===== src/rtl/mcDefs.sv =====
`default_nettype none
// ---- mcDefs : shared types and bus geometry for proc_bus_master (rev 1.0) ----
package mcDefs;

  localparam int PAGE_W = 4;
  localparam int LOC_W  = 12;
  localparam int BUS_W  = 16;
  localparam int BEATS  = 4;

  typedef enum logic [2:0] {
    IDLE  = 3'd0,
    ADDR  = 3'd1,
    WDATA = 3'd2,
    RWAIT = 3'd3,
    RDATA = 3'd4,
    RESP  = 3'd5
  } bus_state_t;

  typedef struct packed {
    logic                    rd;
    logic [PAGE_W-1:0]       page;
    logic [LOC_W-1:0]        loc;
    logic [BEATS*BUS_W-1:0]  wdata;
  } proc_req_t;

endpackage
`default_nettype wire


===== src/rtl/burst_beat_ctr.sv =====
`default_nettype none
// ---- burst_beat_ctr : 2-bit burst beat counter with terminal-count flag (rev 1.0) ----
module burst_beat_ctr
  import mcDefs::*;
(
  input  logic       clk,
  input  logic       rst,
  input  logic       clear,
  input  logic       en,
  output logic [1:0] beat,
  output logic       last
);

  localparam logic [1:0] LAST_BEAT = 2'(BEATS - 1);

  always_ff @(posedge clk) begin
    if (rst || clear) begin
      beat <= 2'd0;
    end else if (en) begin
      beat <= beat + 2'd1;
    end
  end

  assign last = (beat == LAST_BEAT);

endmodule
`default_nettype wire


===== src/rtl/proc_bus_master.sv =====
`default_nettype none
// ---- proc_bus_master : CPU request to 4-beat multiplexed bus burst (rev 1.0) ----
module proc_bus_master
  import mcDefs::*;
#(
  parameter int RD_WAIT = 1
) (
  input  logic                   clk,
  input  logic                   resetH,
  input  logic                   req_valid,
  output logic                   req_ready,
  input  logic                   req_rd,
  input  logic [PAGE_W-1:0]      req_page,
  input  logic [LOC_W-1:0]       req_loc,
  input  logic [BEATS*BUS_W-1:0] req_wdata,
  output logic                   rsp_valid,
  output logic [BEATS*BUS_W-1:0] rsp_rdata,
  output logic                   busy,
  output logic                   AddrValid,
  output logic                   rw_n,
  output logic [BUS_W-1:0]       AddrData_out,
  output logic                   AddrData_oe,
  input  logic [BUS_W-1:0]       AddrData_in
);

  bus_state_t state, state_nxt;
  proc_req_t  req_q;
  logic [2:0] wait_cnt;
  logic [1:0] beat;
  logic       beat_last;
  logic       accept;
  logic       wait_done;
  logic [(BEATS-1)*BUS_W-1:0] rd_buf;
  logic [BUS_W-1:0] bus_addr;
  logic       unused_loc_bits;

  // Word offset within the burst is dropped at latch time; bursts are 4-word aligned.
  assign unused_loc_bits = &{1'b0, req_loc[1:0]};

  assign req_ready = (state == IDLE) && !resetH;
  assign accept    = req_valid && req_ready;
  assign busy      = (state != IDLE);
  assign wait_done = (wait_cnt == 3'(RD_WAIT - 1));
  assign bus_addr  = {req_q.page, req_q.loc};

  burst_beat_ctr u_beat_ctr (
    .clk   (clk),
    .rst   (resetH),
    .clear (state == IDLE),
    .en    ((state == WDATA) || (state == RDATA)),
    .beat  (beat),
    .last  (beat_last)
  );

  always_ff @(posedge clk) begin
    if (resetH) begin
      state     <= IDLE;
      req_q     <= '0;
      wait_cnt  <= 3'd0;
      rd_buf    <= '0;
      rsp_rdata <= '0;
    end else begin
      state    <= state_nxt;
      wait_cnt <= (state == RWAIT) ? wait_cnt + 3'd1 : 3'd0;
      if (accept) begin
        req_q.rd    <= req_rd;
        req_q.page  <= req_page;
        req_q.loc   <= {req_loc[LOC_W-1:2], 2'b00};
        req_q.wdata <= req_wdata;
      end
      // Read beats shift in from the top so beat 0 ends up as the low word.
      if (state == RDATA) begin
        rd_buf <= {AddrData_in, rd_buf[(BEATS-1)*BUS_W-1:BUS_W]};
        if (beat_last) begin
          rsp_rdata <= {AddrData_in, rd_buf};
        end
      end
    end
  end

  always_comb begin
    state_nxt    = state;
    AddrValid    = 1'b0;
    rw_n         = 1'b1;
    AddrData_oe  = 1'b0;
    AddrData_out = '0;
    rsp_valid    = 1'b0;
    case (state)
      IDLE: begin
        if (accept) state_nxt = ADDR;
      end
      ADDR: begin
        AddrValid    = 1'b1;
        AddrData_oe  = 1'b1;
        AddrData_out = bus_addr;
        rw_n         = req_q.rd;
        state_nxt    = req_q.rd ? RWAIT : WDATA;
      end
      WDATA: begin
        AddrData_oe  = 1'b1;
        AddrData_out = req_q.wdata[{beat, 4'b0000} +: BUS_W];
        if (beat_last) state_nxt = RESP;
      end
      RWAIT: begin
        if (wait_done) state_nxt = RDATA;
      end
      RDATA: begin
        if (beat_last) state_nxt = RESP;
      end
      RESP: begin
        rsp_valid = 1'b1;
        state_nxt = IDLE;
      end
      default: state_nxt = IDLE;
    endcase
  end

endmodule
`default_nettype wire


===== config.mk =====
export PLATFORM = sky130hd
export DESIGN_NAME = proc_bus_master
export DESIGN_NICKNAME = d
export VERILOG_FILES = /design/src/rtl/mcDefs.sv /design/src/rtl/burst_beat_ctr.sv /design/src/rtl/proc_bus_master.sv
export SDC_FILE = /design/constraint.sdc
export NUM_CORES = 1
export LEC_CHECK = 0
export CORE_MARGIN = 2
export CORE_UTILIZATION = 39
export CTS_CLUSTER_SIZE = 16
export DETAILED_ROUTE_END_ITERATION = 16
export PLACE_DENSITY_LB_ADDON = 0.2
export SYNTH_ARGS = -nofsm -noshare
export SYNTH_HDL_FRONTEND = slang
export SYNTH_SLANG_ARGS = --single-unit

===== constraint.sdc =====
create_clock -name clk -period 3.66 [get_ports clk]
set_clock_uncertainty 0.15 [all_clocks]
set_input_delay 0.366 -clock clk [delete_from_list [all_inputs] [get_ports clk]]
set_output_delay 0.366 -clock clk [all_outputs]
set_load 0.02 [all_outputs]

# Yosys cells after proc, flatten, opt, wreduce, memory -nomap -nowiden
# Cells that the tools add are included.
dict set report totals {
  in_bits 100
  regBits 199
  elab_cells 45
}
dict set report classes {
  muxes 10
  shifts 1
  reduce_logical 13
  bitwise_logic 1
  n_eq_ne 9
  add_sub_neg 2
}
# cell n
set ops {}
lappend ops {{variable part select 64 x 7 -> 16 bit} 1}
lappend ops {{case mux 16 bit (2 select lines)} 1}
lappend ops {{case mux 3 bit (4 select lines)} 1}
lappend ops {{2-to-1 mux 3 bit} 3}
lappend ops {{== test 3 x 2 -> 1 bit, second input constant} 2}
lappend ops {{== test 3 bit, second input constant} 2}
lappend ops {{logical NOT 3 bit} 2}
lappend ops {{OR reduction 2 bit} 3}
lappend ops {{2-to-1 mux 1 bit} 5}
lappend ops {{!= test 2 bit, second input constant} 2}
lappend ops {{adder 3 x 1 -> 3 bit, second input constant} 1}
lappend ops {{== test 3 x 1 -> 1 bit, second input constant} 1}
lappend ops {{AND reduction 3 bit} 1}
lappend ops {{nonzero test 3 bit} 1}
lappend ops {{adder 2 x 1 -> 2 bit, second input constant} 1}
lappend ops {{== test 2 bit, second input constant} 1}
lappend ops {{logical AND 1 bit} 2}
lappend ops {{logical OR 1 bit} 2}
lappend ops {{!= test 2 x 1 -> 1 bit, second input constant} 1}
lappend ops {{AND reduction 2 bit} 1}
lappend ops {{logical NOT 1 bit} 1}
lappend ops {{inverter 1 bit} 1}

# Longest topological paths before layout
dict set report depth {
  depth_word 5
  ltp_mapped 6
  mapped_depth_nobuf 5
}

# Hierarchy
# Synthesis repeated with hierarchy kept, for this count alone.
dict set report hier_totals {
  cells_unflattened 922
  area_unflattened_um2 7910.1
}
# mod seq_area_each_um2 area_each_um2 instances cells_each
set modules_own_cells {}
lappend modules_own_cells {proc_bus_master 3943.8 7818.7 1 915}
lappend modules_own_cells {burst_beat_ctr 40.0 91.3 1 7}

# Worst setup path before layout
# Ideal clock, no wire load.
dict set report synth_timing {
  path_type {reg-to-output}
  from {register u_beat_ctr.beat[0]}
  to {output AddrData_out[10]}
  path_stages_with_launch 5
  arrival_ns 1.667
  setup_slack_ns 1.477
  cell_sequence {dfxtp_1 buf_2 buf_2 mux4_2 a22o_1}
}
dict set report synth_via {
  elab_chain_cells 2
}
# element line
set synth_lines {}
lappend synth_lines {{from (decl)} burst_beat_ctr.sv:10} ;# output logic [1:0] beat,
lappend synth_lines {{from (signal assigned)} burst_beat_ctr.sv:20} ;# beat <= beat + 2'd1;
lappend synth_lines {{variable part select 64 x 7 -> 16 bit} proc_bus_master.sv:101} ;# AddrData_out = req_q.wdata[{beat, 4'b0000} +: BUS_W];
lappend synth_lines {{case mux 16 bit (2 select lines)} proc_bus_master.sv:88} ;# case (state)
lappend synth_lines {{to (decl)} proc_bus_master.sv:21} ;# output logic [BUS_W-1:0] AddrData_out,
# Every way passes these cells.

# Worst setup path in the final report
dict set report layout_timing {
  from {register state[1]}
  to {output AddrData_out[14]}
}
dict set report layout_via {
  elab_chain_cells 2
}
# element line
set layout_lines {}
lappend layout_lines {{from (decl)} proc_bus_master.sv:26} ;# bus_state_t state, state_nxt;
lappend layout_lines {{from (signal assigned)} proc_bus_master.sv:63} ;# state <= state_nxt;
lappend layout_lines {{== test 3 x 2 -> 1 bit / == test 3 x 1 -> 1 bit (equally long branches)} proc_bus_master.sv:88}
lappend layout_lines {{case mux 16 bit (2 select lines) (*)} proc_bus_master.sv:88}
# Every way passes the cells marked *; elsewhere a longest branch is shown, timed or not.

==> metrics.yaml <==
clock_tree:
  clockBufferDepth: 2
  cts_max_level: 4
  hold_buffers: 0
  cts_tree: "done"
  post_cts_resized: 0
  postCtsSetupBuffers: 0
  cts.clk_slew.worst_paths_ns: 0.07
  clk_latency_ns: 0.43
  cts_sinks: 199
  cts_buffers: 17
  root_buffer: "clkbuf_16"
drt:
  via_per_inst: 4.71
  vias: 5758
  drt_iter0_markers: 241
  drtAntennaViolNets: 0
  wl_per_cell_microns: 15.2
  drt-pass1-iter-count: 4
  drc_errors: 0
  postRouteWirelength_microns: 18600
synthesis:
  syn_avg_cell_area_sq_um: 10.2
  synth-async-reset-ratio: 0
  synth-edff-count: 0
  synth_top_area_cell: "dfxtp_1"
  syn-instance-count: 785
  seq_area_frac_synth: 0.498
  synth-main-ff-cell: "dfxtp_1"
  synth_top_area_frac: 0.498
  ys_warn_count: 0
  synth_cell_types: 38
  syn-cell-area_sq_mm: 0.00801
  syn_nets: 888
  synthTopCellsByArea: "dfxtp_1, mux2_2, nor2b_1, mux2i_1, nand2_1"
  ys_ff_latch: 199
pwr:
  p_per_area_mw_per_mm2: 465
  p_leak_nw: 3.84
  vdd_drop_max_v: 0.000321
sta:
  setup_slack_ns: 0.545
  final_hold_viol_count: 0
  grt_setup_unrepaired: "no"
  fin_hold_ws_ns: 0.301
  tns_ns: 0
  slew_violations: 0
  relSlewSlack: 0.315
  fmax_mhz: 321
  min_period_over_period: 0.851
  fin_crit_ns: 3.12
  setup_violations: 0
  worstMarginPinSlew_ns: 1.03
placement:
  portBuffers: 183
  placement.cell_area_sq_mm: 0.0100
  gp_congestion: 0.755
  dp_hpwl_microns: 12200
  place_ws_ns: 0.985
floorplan:
  die-area_sq_mm: 0.0217
  die_height_microns: 147
  core_area_sq_mm: 0.0202
  dieWidth_microns: 147
  ios: 186
  initial_core_util: 0.397
  std_cell_rows: 52
grt:
  grt_pass1_vias: 5484
  grt-ovfl-total: 0
  track_usage: 0.172
  antenna_found_initial: 0
  grt_util_met1: 0.215
  grt_max_degree: 84
  gr-usage-met3: 0.0661
  grt.busiest_layer: "met2"
  grt_pass1_wl_microns: 29400
  met2_usage: 0.274
setup_path:
  critical_path_required_ns: 3.14
  critPathMaxFanout: 18
  worst_setup_path_end_kind: "primary output"
  cp.arrival_ns: 2.60
  crit_type: "flip-flop to primary output"
  cp-start-kind: "flip-flop"
finish:
  stdcell_area_sq_mm: 0.0107
  fin_nets: 1042
  drive_above_1_share: 0.157
  syn2layout_area_growth_pct: 33.2
outcome:
  outcome: "finished, final reports clean"
job:
  cap_viol_max_count: 0
worst_hold_path:
  hold_class: "flip-flop to flip-flop"
-- state kept, by name, indices dropped and copies added (netlist names) --
| signal | count |
|---|---|
| bus_addr | 14 |
| rd_buf | 48 |
| req_q | 65 |
| rsp_rdata | 64 |
| state | 3 |
| u_beat_ctr.beat | 2 |
| wait_cnt | 3 |
-- final timing paths --
| check | startpoint | end | slack (ns) | depth (start not counted) |
|---|---|---|---|---|
| hold / removal | rd_buf[2] | rsp_rdata[2] | 0.30 | 2 |
| setup / recovery | state[1] | AddrData_out[14] | 0.54 | 4 |
| setup reg to reg | u_beat_ctr.beat[1] | rsp_rdata[14] | 1.17 | 5 |
| hold reg to reg | rd_buf[2] | rsp_rdata[2] | 0.30 | 2 |
-- synthesized netlist by cell type (2+ instances only) --
cell / n
nand2b_1: 2
mux2i_1: 50
inv_1: 6
buf_1: 5
buf_4: 2
a22o_1: 14
xnor2_1: 2
a21oi_1: 68
nor2b_1: 81
nand2_1: 128
nor3b_2: 3
clkbuf_1: 18
ha_1: 3
nand3b_1: 2
dfxtp_1: 199
buf_2: 33
buf_6: 2
mux4_2: 16
and2_1: 3
mux2_4: 10
mux2_2: 69
nor2_1: 53
-- power breakdown --
group	switching, mW	internal, mW	leakage (nW)
logic	0.258	0.390	1.92
registers	0.0702	2.28	1.62
clock network	0.906	1.06	0.304
total	1.23	3.73	3.84
-- cell type report --
cell class              count  area [sq um]
diodes                      1          2.50
clock buffers              18           439
clock inverters            14           188
fillers                  1891          9510
inverters                   6          22.5
multi-input cells         520          3750
flip-flops and latches    199          3980
well taps                 270           338
repair buffers            195          1940
-- routing by layer --
metal,wire length [microns],up-vias
met5,0,-
met4,246,0
met3,1400,18
met2,8610,136
met1,8340,2661
li1,-,2943
-- logic make-up (layout without fill, tap and decap cells) --
group,count (synthesis),count (layout),share of synthesized area
flip-flops,199,199,0.497
buffers and inverters,66,233,0.0389
AO/OA/AOI/OAI,87,87,0.0628
XOR/XNOR,2,2,0.00219
adder cells (fa/ha/maj),3,3,0.00469
multiplexers,145,145,0.223
other,0,1,0
AND/OR/NAND/NOR,283,283,0.171
-- critical path: stages, from the launching register on --
cell and delay, ns:
dfxtp_1 0.78, nor3b_2 0.27, buf_4 0.29, a22o_1 0.17, clkdlybuf4s50_1 0.64
-- cells in the final DEF (no fill, tap or decap), types with 11 or more instances in the layout --
cell type,n
nor2_1,53
dfxtp_1,199
clkdlybuf4s50_1,182
buf_4,11
a22o_1,14
mux2_2,69
mux4_2,16
a21oi_1,68
nand2_1,128
nor2b_1,81
clkbuf_16,17
mux2i_1,50
-- stage by stage --
stage	instances	util	total power [mW]
after floorplan	785	-	2.80
after global placement	1190	0.498	3.05
after detailed placement	1190	0.498	3.05
after CTS	1222	0.529	5.04
after global routing	1222	0.529	5.19
final	1223	0.529	4.96
Note: power is estimated with default switching activity, not from simulation.
